## src/rtl/pll_supervisor.sv

```systemverilog
// PLL lock supervisor: qualifies a synchronised PLL lock, sequences the system reset and
// generates per-channel clock enables. Optional lock-loss counter: PLL_SUPERVISOR_LOSS_COUNT_EN.
module pll_supervisor #(
  parameter int NUM_CH      = 2,
  parameter int DIV_W       = 16,
  parameter int LOCK_CYCLES = 1024,
  parameter int RST_CYCLES  = 16,
  parameter int LOSS_W      = 8
) (
  input  logic                    global_clock,
  input  logic                    reset,
  input  logic                    pll_lock,
  input  logic [NUM_CH*DIV_W-1:0] div,
  input  logic                    loss_clr,
  output logic                    sys_reset,
  output logic                    ready,
  output logic [NUM_CH-1:0]       ce,
  output logic                    lost,
  output logic [LOSS_W-1:0]       loss_count,
  output logic [1:0]              dbg_state
);

  localparam int CNT_MAX = (LOCK_CYCLES > RST_CYCLES) ? LOCK_CYCLES : RST_CYCLES;
  localparam int CNT_W   = $clog2(CNT_MAX);
  localparam logic [CNT_W-1:0] LOCK_LAST = CNT_W'(LOCK_CYCLES - 1);
  localparam logic [CNT_W-1:0] RST_LAST  = CNT_W'(RST_CYCLES - 1);

  typedef enum logic [1:0] {
    WAIT_LOCK = 2'd0,
    SETTLE    = 2'd1,
    RST_HOLD  = 2'd2,
    RUN       = 2'd3
  } state_t;

  state_t             state;
  logic [CNT_W-1:0]   cnt;
  logic               lock_meta;
  logic               lock_s;
  logic               loss_event;
  logic [DIV_W-1:0]   ch_cnt [NUM_CH];

  assign dbg_state  = state;
  assign loss_event = (state == RUN) && !lock_s;

  always_ff @(posedge global_clock or posedge reset) begin
    if (reset) begin
      lock_meta <= 1'b0;
      lock_s    <= 1'b0;
    end else begin
      lock_meta <= pll_lock;
      lock_s    <= lock_meta;
    end
  end

  // A low lock_s is checked before any counter terminal so it always wins.
  always_ff @(posedge global_clock or posedge reset) begin
    if (reset) begin
      state     <= WAIT_LOCK;
      cnt       <= '0;
      sys_reset <= 1'b1;
      ready     <= 1'b0;
    end else begin
      case (state)
        WAIT_LOCK: begin
          if (lock_s) begin
            state <= SETTLE;
            cnt   <= '0;
          end
        end
        SETTLE: begin
          if (!lock_s) begin
            state <= WAIT_LOCK;
          end else if (cnt == LOCK_LAST) begin
            state <= RST_HOLD;
            cnt   <= '0;
          end else begin
            cnt <= cnt + 1'b1;
          end
        end
        RST_HOLD: begin
          if (!lock_s) begin
            state <= WAIT_LOCK;
          end else if (cnt == RST_LAST) begin
            state     <= RUN;
            sys_reset <= 1'b0;
            ready     <= 1'b1;
          end else begin
            cnt <= cnt + 1'b1;
          end
        end
        RUN: begin
          if (!lock_s) begin
            state     <= WAIT_LOCK;
            sys_reset <= 1'b1;
            ready     <= 1'b0;
          end
        end
        default: begin
          state     <= WAIT_LOCK;
          sys_reset <= 1'b1;
          ready     <= 1'b0;
        end
      endcase
    end
  end

  // Channel counters wrap naturally at 2^DIV_W, so a divisor lowered below the
  // current count is reached after the wrap.
  always_ff @(posedge global_clock or posedge reset) begin
    if (reset) begin
      for (int i = 0; i < NUM_CH; i++) ch_cnt[i] <= '0;
    end else begin
      for (int i = 0; i < NUM_CH; i++) begin
        if ((state == RUN) && lock_s) begin
          if (ch_cnt[i] == div[i*DIV_W +: DIV_W]) ch_cnt[i] <= '0;
          else                                   ch_cnt[i] <= ch_cnt[i] + DIV_W'(1);
        end else begin
          ch_cnt[i] <= '0;
        end
      end
    end
  end

  always_comb begin
    ce = '0;
    for (int i = 0; i < NUM_CH; i++)
      ce[i] = (state == RUN) && (ch_cnt[i] == div[i*DIV_W +: DIV_W]);
  end

  always_ff @(posedge global_clock or posedge reset) begin
    if (reset)           lost <= 1'b0;
    else if (loss_event) lost <= 1'b1;
    else if (loss_clr)   lost <= 1'b0;
  end

`ifdef PLL_SUPERVISOR_LOSS_COUNT_EN
  logic [LOSS_W-1:0] loss_cnt;

  // A loss in the same cycle as a clear leaves a count of one.
  always_ff @(posedge global_clock or posedge reset) begin
    if (reset) begin
      loss_cnt <= '0;
    end else if (loss_event) begin
      if (loss_clr)              loss_cnt <= LOSS_W'(1);
      else if (loss_cnt != '1)   loss_cnt <= loss_cnt + LOSS_W'(1);
    end else if (loss_clr) begin
      loss_cnt <= '0;
    end
  end

  assign loss_count = loss_cnt;
`else
  assign loss_count = '0;
`endif

endmodule

```

## config.mk

```make
export PLATFORM = sky130hd
export DESIGN_NAME = pll_supervisor
export DESIGN_NICKNAME = d
export VERILOG_FILES = /design/src/rtl/pll_supervisor.sv
export SDC_FILE = /design/constraint.sdc
export NUM_CORES = 1
export LEC_CHECK = 0
export CORE_UTILIZATION = 48
export DETAILED_ROUTE_END_ITERATION = 10
export PLACE_DENSITY = 0.77
export SLEW_MARGIN = 20
export SYNTH_ARGS = -nofsm -noshare
export SYNTH_HDL_FRONTEND = slang
export SYNTH_SLANG_ARGS = --single-unit
```

## constraint.sdc

```tcl
create_clock -name global_clock -period 2 [get_ports global_clock]
set_input_delay 0.5 -clock global_clock [delete_from_list [all_inputs] [get_ports global_clock]]
set_output_delay 0.5 -clock global_clock [all_outputs]
set_load 0.005 [all_outputs]
```

# Yosys cells after proc, flatten, opt, wreduce, memory -nomap -nowiden
# Index checks and enable logic that the tools add are counted.
# op_classes
addsub	3
eq_ne	15
muxes	27
n_reduce_logical	12
# op_table
cell	count
$mux 16	4
$mux 10	5
$add 16x1->16 const B	2
$eq 16x16->1	2
$pmux 10 s3	1
$mux 2	6
$ne 2x2->1 const B	6
$add 10x1->10 const B	1
$eq 10x10->1 const B	1
$eq 10x4->1 const B	1
$mux 1	8
$pmux 2 s4	1
$reduce_and 4->1	2
$ne 3x3->1 const B	2
$reduce_and 5->1	1
$eq 2x2->1 const B	2
$logic_and 1x1->1	4
$pmux 1 s2	2
$reduce_bool 2->1	2
$reduce_bool 3->1	1
$eq 2x1->1 const B	1
$logic_not 2->1	1
$logic_not 1->1	1
# totals
register_bits	49
in_bits	36
word_cells	66

# Depth between registers and ports, before layout
# Gate-level depths: netlist (run 1).
# logic_depth
depth_word	4
ltp_mapped	9
ltp_nobuf	7

# Worst setup path after synthesis (run 1)
# OpenSTA, ideal clock, no wires.
# synth_path
path_type	register to register
startpoint	reg cnt[0]
endpoint	reg cnt[2]
setup_time_ns	0.129
t_arrival_ns	1.748
required_time_ns	1.871
setup_slack_ns	0.123
path_stages_with_launch	7
period_less_slack_ns	1.877
cell_sequence	dfrtp_1 ha_1 nand3_1 o41ai_4 or2_1 buf_2 o21ai_0
# synth_via
elab_chain_len	4
word_cells_on_any_way	10
cone_classes	1 x add/sub; 3 x eq/ne; 5 x mux; 1 x reduce/logical
# synth_lines
element	line_no	rtl
from (decl)	36	logic [CNT_W-1:0] cnt;
from (signal assigned)	77	cnt <= cnt + 1'b1;
from (signal assigned)	88	cnt <= cnt + 1'b1;
$add 10x1->10 / $eq 10x10->1 (equally long branches)	77, 88, 73	
$mux 10, on equally long branches	83, 73	
$mux 10, on equally long branches	81, 71	
$pmux 10 s3	63	case (state)
# Parallel ways exist; a longest one is shown, timed or not. The select of a mux whose other input is x is not followed.
# A chain may end at the register's enable or synchronous reset.

# Worst setup path in the final report (run 1)
# layout_path
startpoint	in div[3]
endpoint	out ce[0]
# layout_via
elab_chain_len	2
# layout_lines
element	line_no	rtl
from (decl)	13	input logic [NUM_CH*DIV_W-1:0] div,
$eq 16x16->1	127	ce[i] = (state == RUN) && (ch_cnt[i] == div[i*DIV_W +: DIV_W]);
$logic_and 1x1->1	127	
to (decl)	17	output logic [NUM_CH-1:0] ce,
# Every way passes these cells.

==> results of run 1 <==
[how the worst max path moves through the flow]
stage,slack [ns],cells after the start,end
after floorplan,0.12,6,cnt[2]
after global placement,-0.89,6,ce[0]
after detailed placement,-0.91,6,ce[0]
after CTS,-0.18,5,ce[1]
after global routing,-0.26,6,ce[0]
final,-0.20,6,ce[0]
[Yosys cell counts, drive strengths merged (3+ instances only)]
library cell / n / area, µm²
nand3: 16 / 80.1
and3: 7 / 43.8
o21ai: 14 / 70.1
nor2b: 3 / 18.8
nor4: 5 / 46.3
nand4: 15 / 93.8
xnor2: 45 / 394
xor2: 15 / 131
nand2: 15 / 56.3
buf: 13 / 87.6
dfrtp: 48 / 1200
inv: 12 / 45.0
o41ai: 3 / 45.1
nor2: 42 / 160
clkbuf: 4 / 15.0
o31ai: 4 / 30.0
ha: 8 / 100
a21oi: 5 / 25.0
and2: 3 / 18.8
nor3: 6 / 30.0
[registers in the layout, indices dropped and copies added, names as in the netlist]
| name | flops |
|---|---|
| cnt | 10 |
| sys_reset | 1 |
| ch_cnt | 32 |
| dbg_state | 2 |
| lock_s | 1 |
| lost | 1 |
| lock_meta | 1 |
| ready | 1 |
[worst max-delay path, cell delays in order]
cell	delay, ns
dlygate4sd2_1	0.24
xnor2_1	0.16
nand4_1	0.15
nor4_2	0.36
and2_1	0.18
buf_2	0.11
[final cells by class]
type	instances	area (µm²)
sequential	49	1230
clock buffer	5	68.8
multi-input combinational	232	1580
timing repair buffer	96	817
inverter	12	45.0
tap	72	90.1
fill	446	1760
clock inverter	3	46.3
[what timing repair did]
action / in CTS / in global routing
endpoints found under the setup margin: 24 / 10
gates resized for setup: 47 / 8
cloned: 0 / 0
buffers inserted: 3 / 0
endpoints found under the hold margin: 0 / 0
pin swaps: 34 / 4
[metrics by stage]
stage	util, %	cell area [µm²]	setup slack (ns)
after floorplan	-	2900	0.123
after global placement	66.0	3730	-0.891
after detailed placement	66.0	3730	-0.907
after CTS	68.2	3850	-0.177
after global routing	68.7	3880	-0.258
final	68.7	3880	-0.195
[kinds of logic after synthesis]
family / Yosys count
simple gates: 119
xor+xnor: 60
flops: 49
compound gates: 35
buf+inv: 29
fa+ha+maj: 8
mux: 2
other cells: 1
[per-layer routing]
metal  vias to the layer above  GRT usage, %  part of all wire [%]
met5                         -             0                     0
met4                         0          10.7                   2.8
met3                        21          3.79                   3.3
met2                        69          43.1                    53
met1                      1179          27.1                    41
li1                       1199             -                     -
[power by group through the flow]
| stage | Clock (µW) | Combinational, µW | Sequential (µW) |
|---|---|---|---|
| after CTS | 740 | 756 | 1060 |
| final | 725 | 783 | 1060 |
| after detailed placement | 0 | 759 | 1080 |
| after global placement | 0 | 726 | 1080 |
| after floorplan | 0 | 447 | 1090 |
| after global routing | 786 | 857 | 1070 |
==> results by group, run 1 <==
Critical path
  – R2r worst-path depth: 7
  – Crit path from: div[3]
  – CP Max Fanout: 2
  – Critical Path AT: 1.70 ns
  – Required @ worst endpoint: roughly 1.5 ns
  – Reg2reg start: dbg_state[1]
  – Setup CP Type: in2out
  – CP Capture Type: primary output
  – FF-to-FF End: cnt[7]
  – Reg2Reg Setup Slack: 0.05 ns
  – Critical path startpoint category: input pin

STA
  – Setup violators final: 2
  – Setup tns final: -0.371 ns
  – Period utilization: 110%
  – Slew headroom: between 50% and 60%
  – Worst setup margin: -0.195 ns
  – Highest clock rate: ~460 MHz
  – Worst hold margin: 0.362 ns
  – Slew Viols, Final: 0
  – RSZ-0062 raised after global routing: yes
  – Final min period: 2.20 ns
  – Fin Clk Skew: 0.00855 ns
  – Actual slew at the worst max-slew pin: 0.609 ns
  – Final Hold Viols: 0

Place
  – Port Buf Inserts: 42
  – Gpl congestion: 0.866
  – Placed instance count: between 400 and 500
  – Hpwl dp: 5.26 mm

Cells and area
  – Share of post-route cells with drive strength above 1: 20.7%
  – Antenna Cells: 0
  – Most common cell after layout, fill and taps aside: buf_4
  – Most frequent cells in the layout: 51 x buf_4, 48 x dfrtp_1, 41 x nor2_1, 41 x xnor2_1, 29 x dlygate4sd2_1
  – Final Non-Filler Cells: around 470
  – Nets: 440
  – Area growth, synth to finish: 35.0%

Min path
  – Worst Hold Class: reg2reg
  – Hold Path Depth: 0
  – Hold Path End: lock_s
  – Worst Min Path Start: lock_meta

Clock network
  – Clk sinks: 49
  – Num CTS Buffers: 5
  – Hold_buf cts: 0
  – Skew-Pair Late Insertion Delay: 0.31 ns
  – Max clock buf depth: 2
  – Clk slew on worst S/H paths: 0.09 ns
  – CTS tree: built
  – H-tree levels: 2
  – Clk root buf: clkbuf_8

Detailed routing
  – Post-route ant nets: 0
  – 1st-pass router iterations: 4
  – DR DRC count: 0
  – Wire per inst: 14.6 µm
  – Drt total wl: approximately 6.8 mm
  – Via density: 5.26
  – Initial drt markers: 85
  – Vias post-DR: ~2500

Synthesis
  – Synthesized cell area: 2870 µm²
  – Cells after Synth: 303
  – Synth Area in Compound Gates: approximately 8.5%
  – Post-synth EDFFs: 0
  – Synth Flop Type: dfrtp_1
  – Synth Register Bits: 49
  – Mux share of post-synthesis cell area: less than 1%
  – Register area share after synthesis: between 40% and 50%
  – Main combinational cell family by area after synthesis: simple AND/OR/NAND/NOR gates
  – Synth warn: 0
  – Simple-gate portion of the synthesized area: 21.0%
  – Synth Area in Adders: about 3.5%
  – FFs w/ async S/R, synth: 100%
  – Post-synthesis cell type count: 39
  – Syn avg cell area: 9.48 µm²
  – Xor and xnor area share after synthesis: 18.3%

Pwr
  – Share of power burned in registers: 41.4%
  – Total power: 2570 µW
  – Combinational share of power: 30.4%
  – Clock Power Share: 28.2%
  – Pwr per Cell Area: 663 nW/µm²
  – Cell-internal power: around 1800 µW
  – Lkg Pwr: between 0.0015 and 0.002 µW
  – Sw power: 785 µW
  – Maximum vdd drop: around 0.73 mV
  – Switch share: 30.5%

Global routing
  – Global-route wire length before repair: 11.5 mm
  – GRT Overall Usage: between 20% and 30%
  – Vias in the first global route: 2589
  – Largest net degree at the start of global routing: 22
  – Initial antenna violation count: 0
  – GR Overflow Total: 0

Floorplanning
  – Io pins: 51
  – DIE AREA: about 6300 µm²
  – Core Footprint: 5640 µm²
  – Initial Util: 50.9%
  – Die Width: 79.3 µm
  – Die H: 79.3 µm
  – Row cnt: 27

Flow run
  – Maxcap violations: 0

Status
  – Failing checks: setup timing
  – Status: finished with violations
Power figures use the tool's default switching activity.
==> run 2, diff against run 1 <==
Settings changed: SLEW_MARGIN 20 to 0.
==> results of run 2 <==
No change in the layout: final DEF, timing and power equal those of run 1.
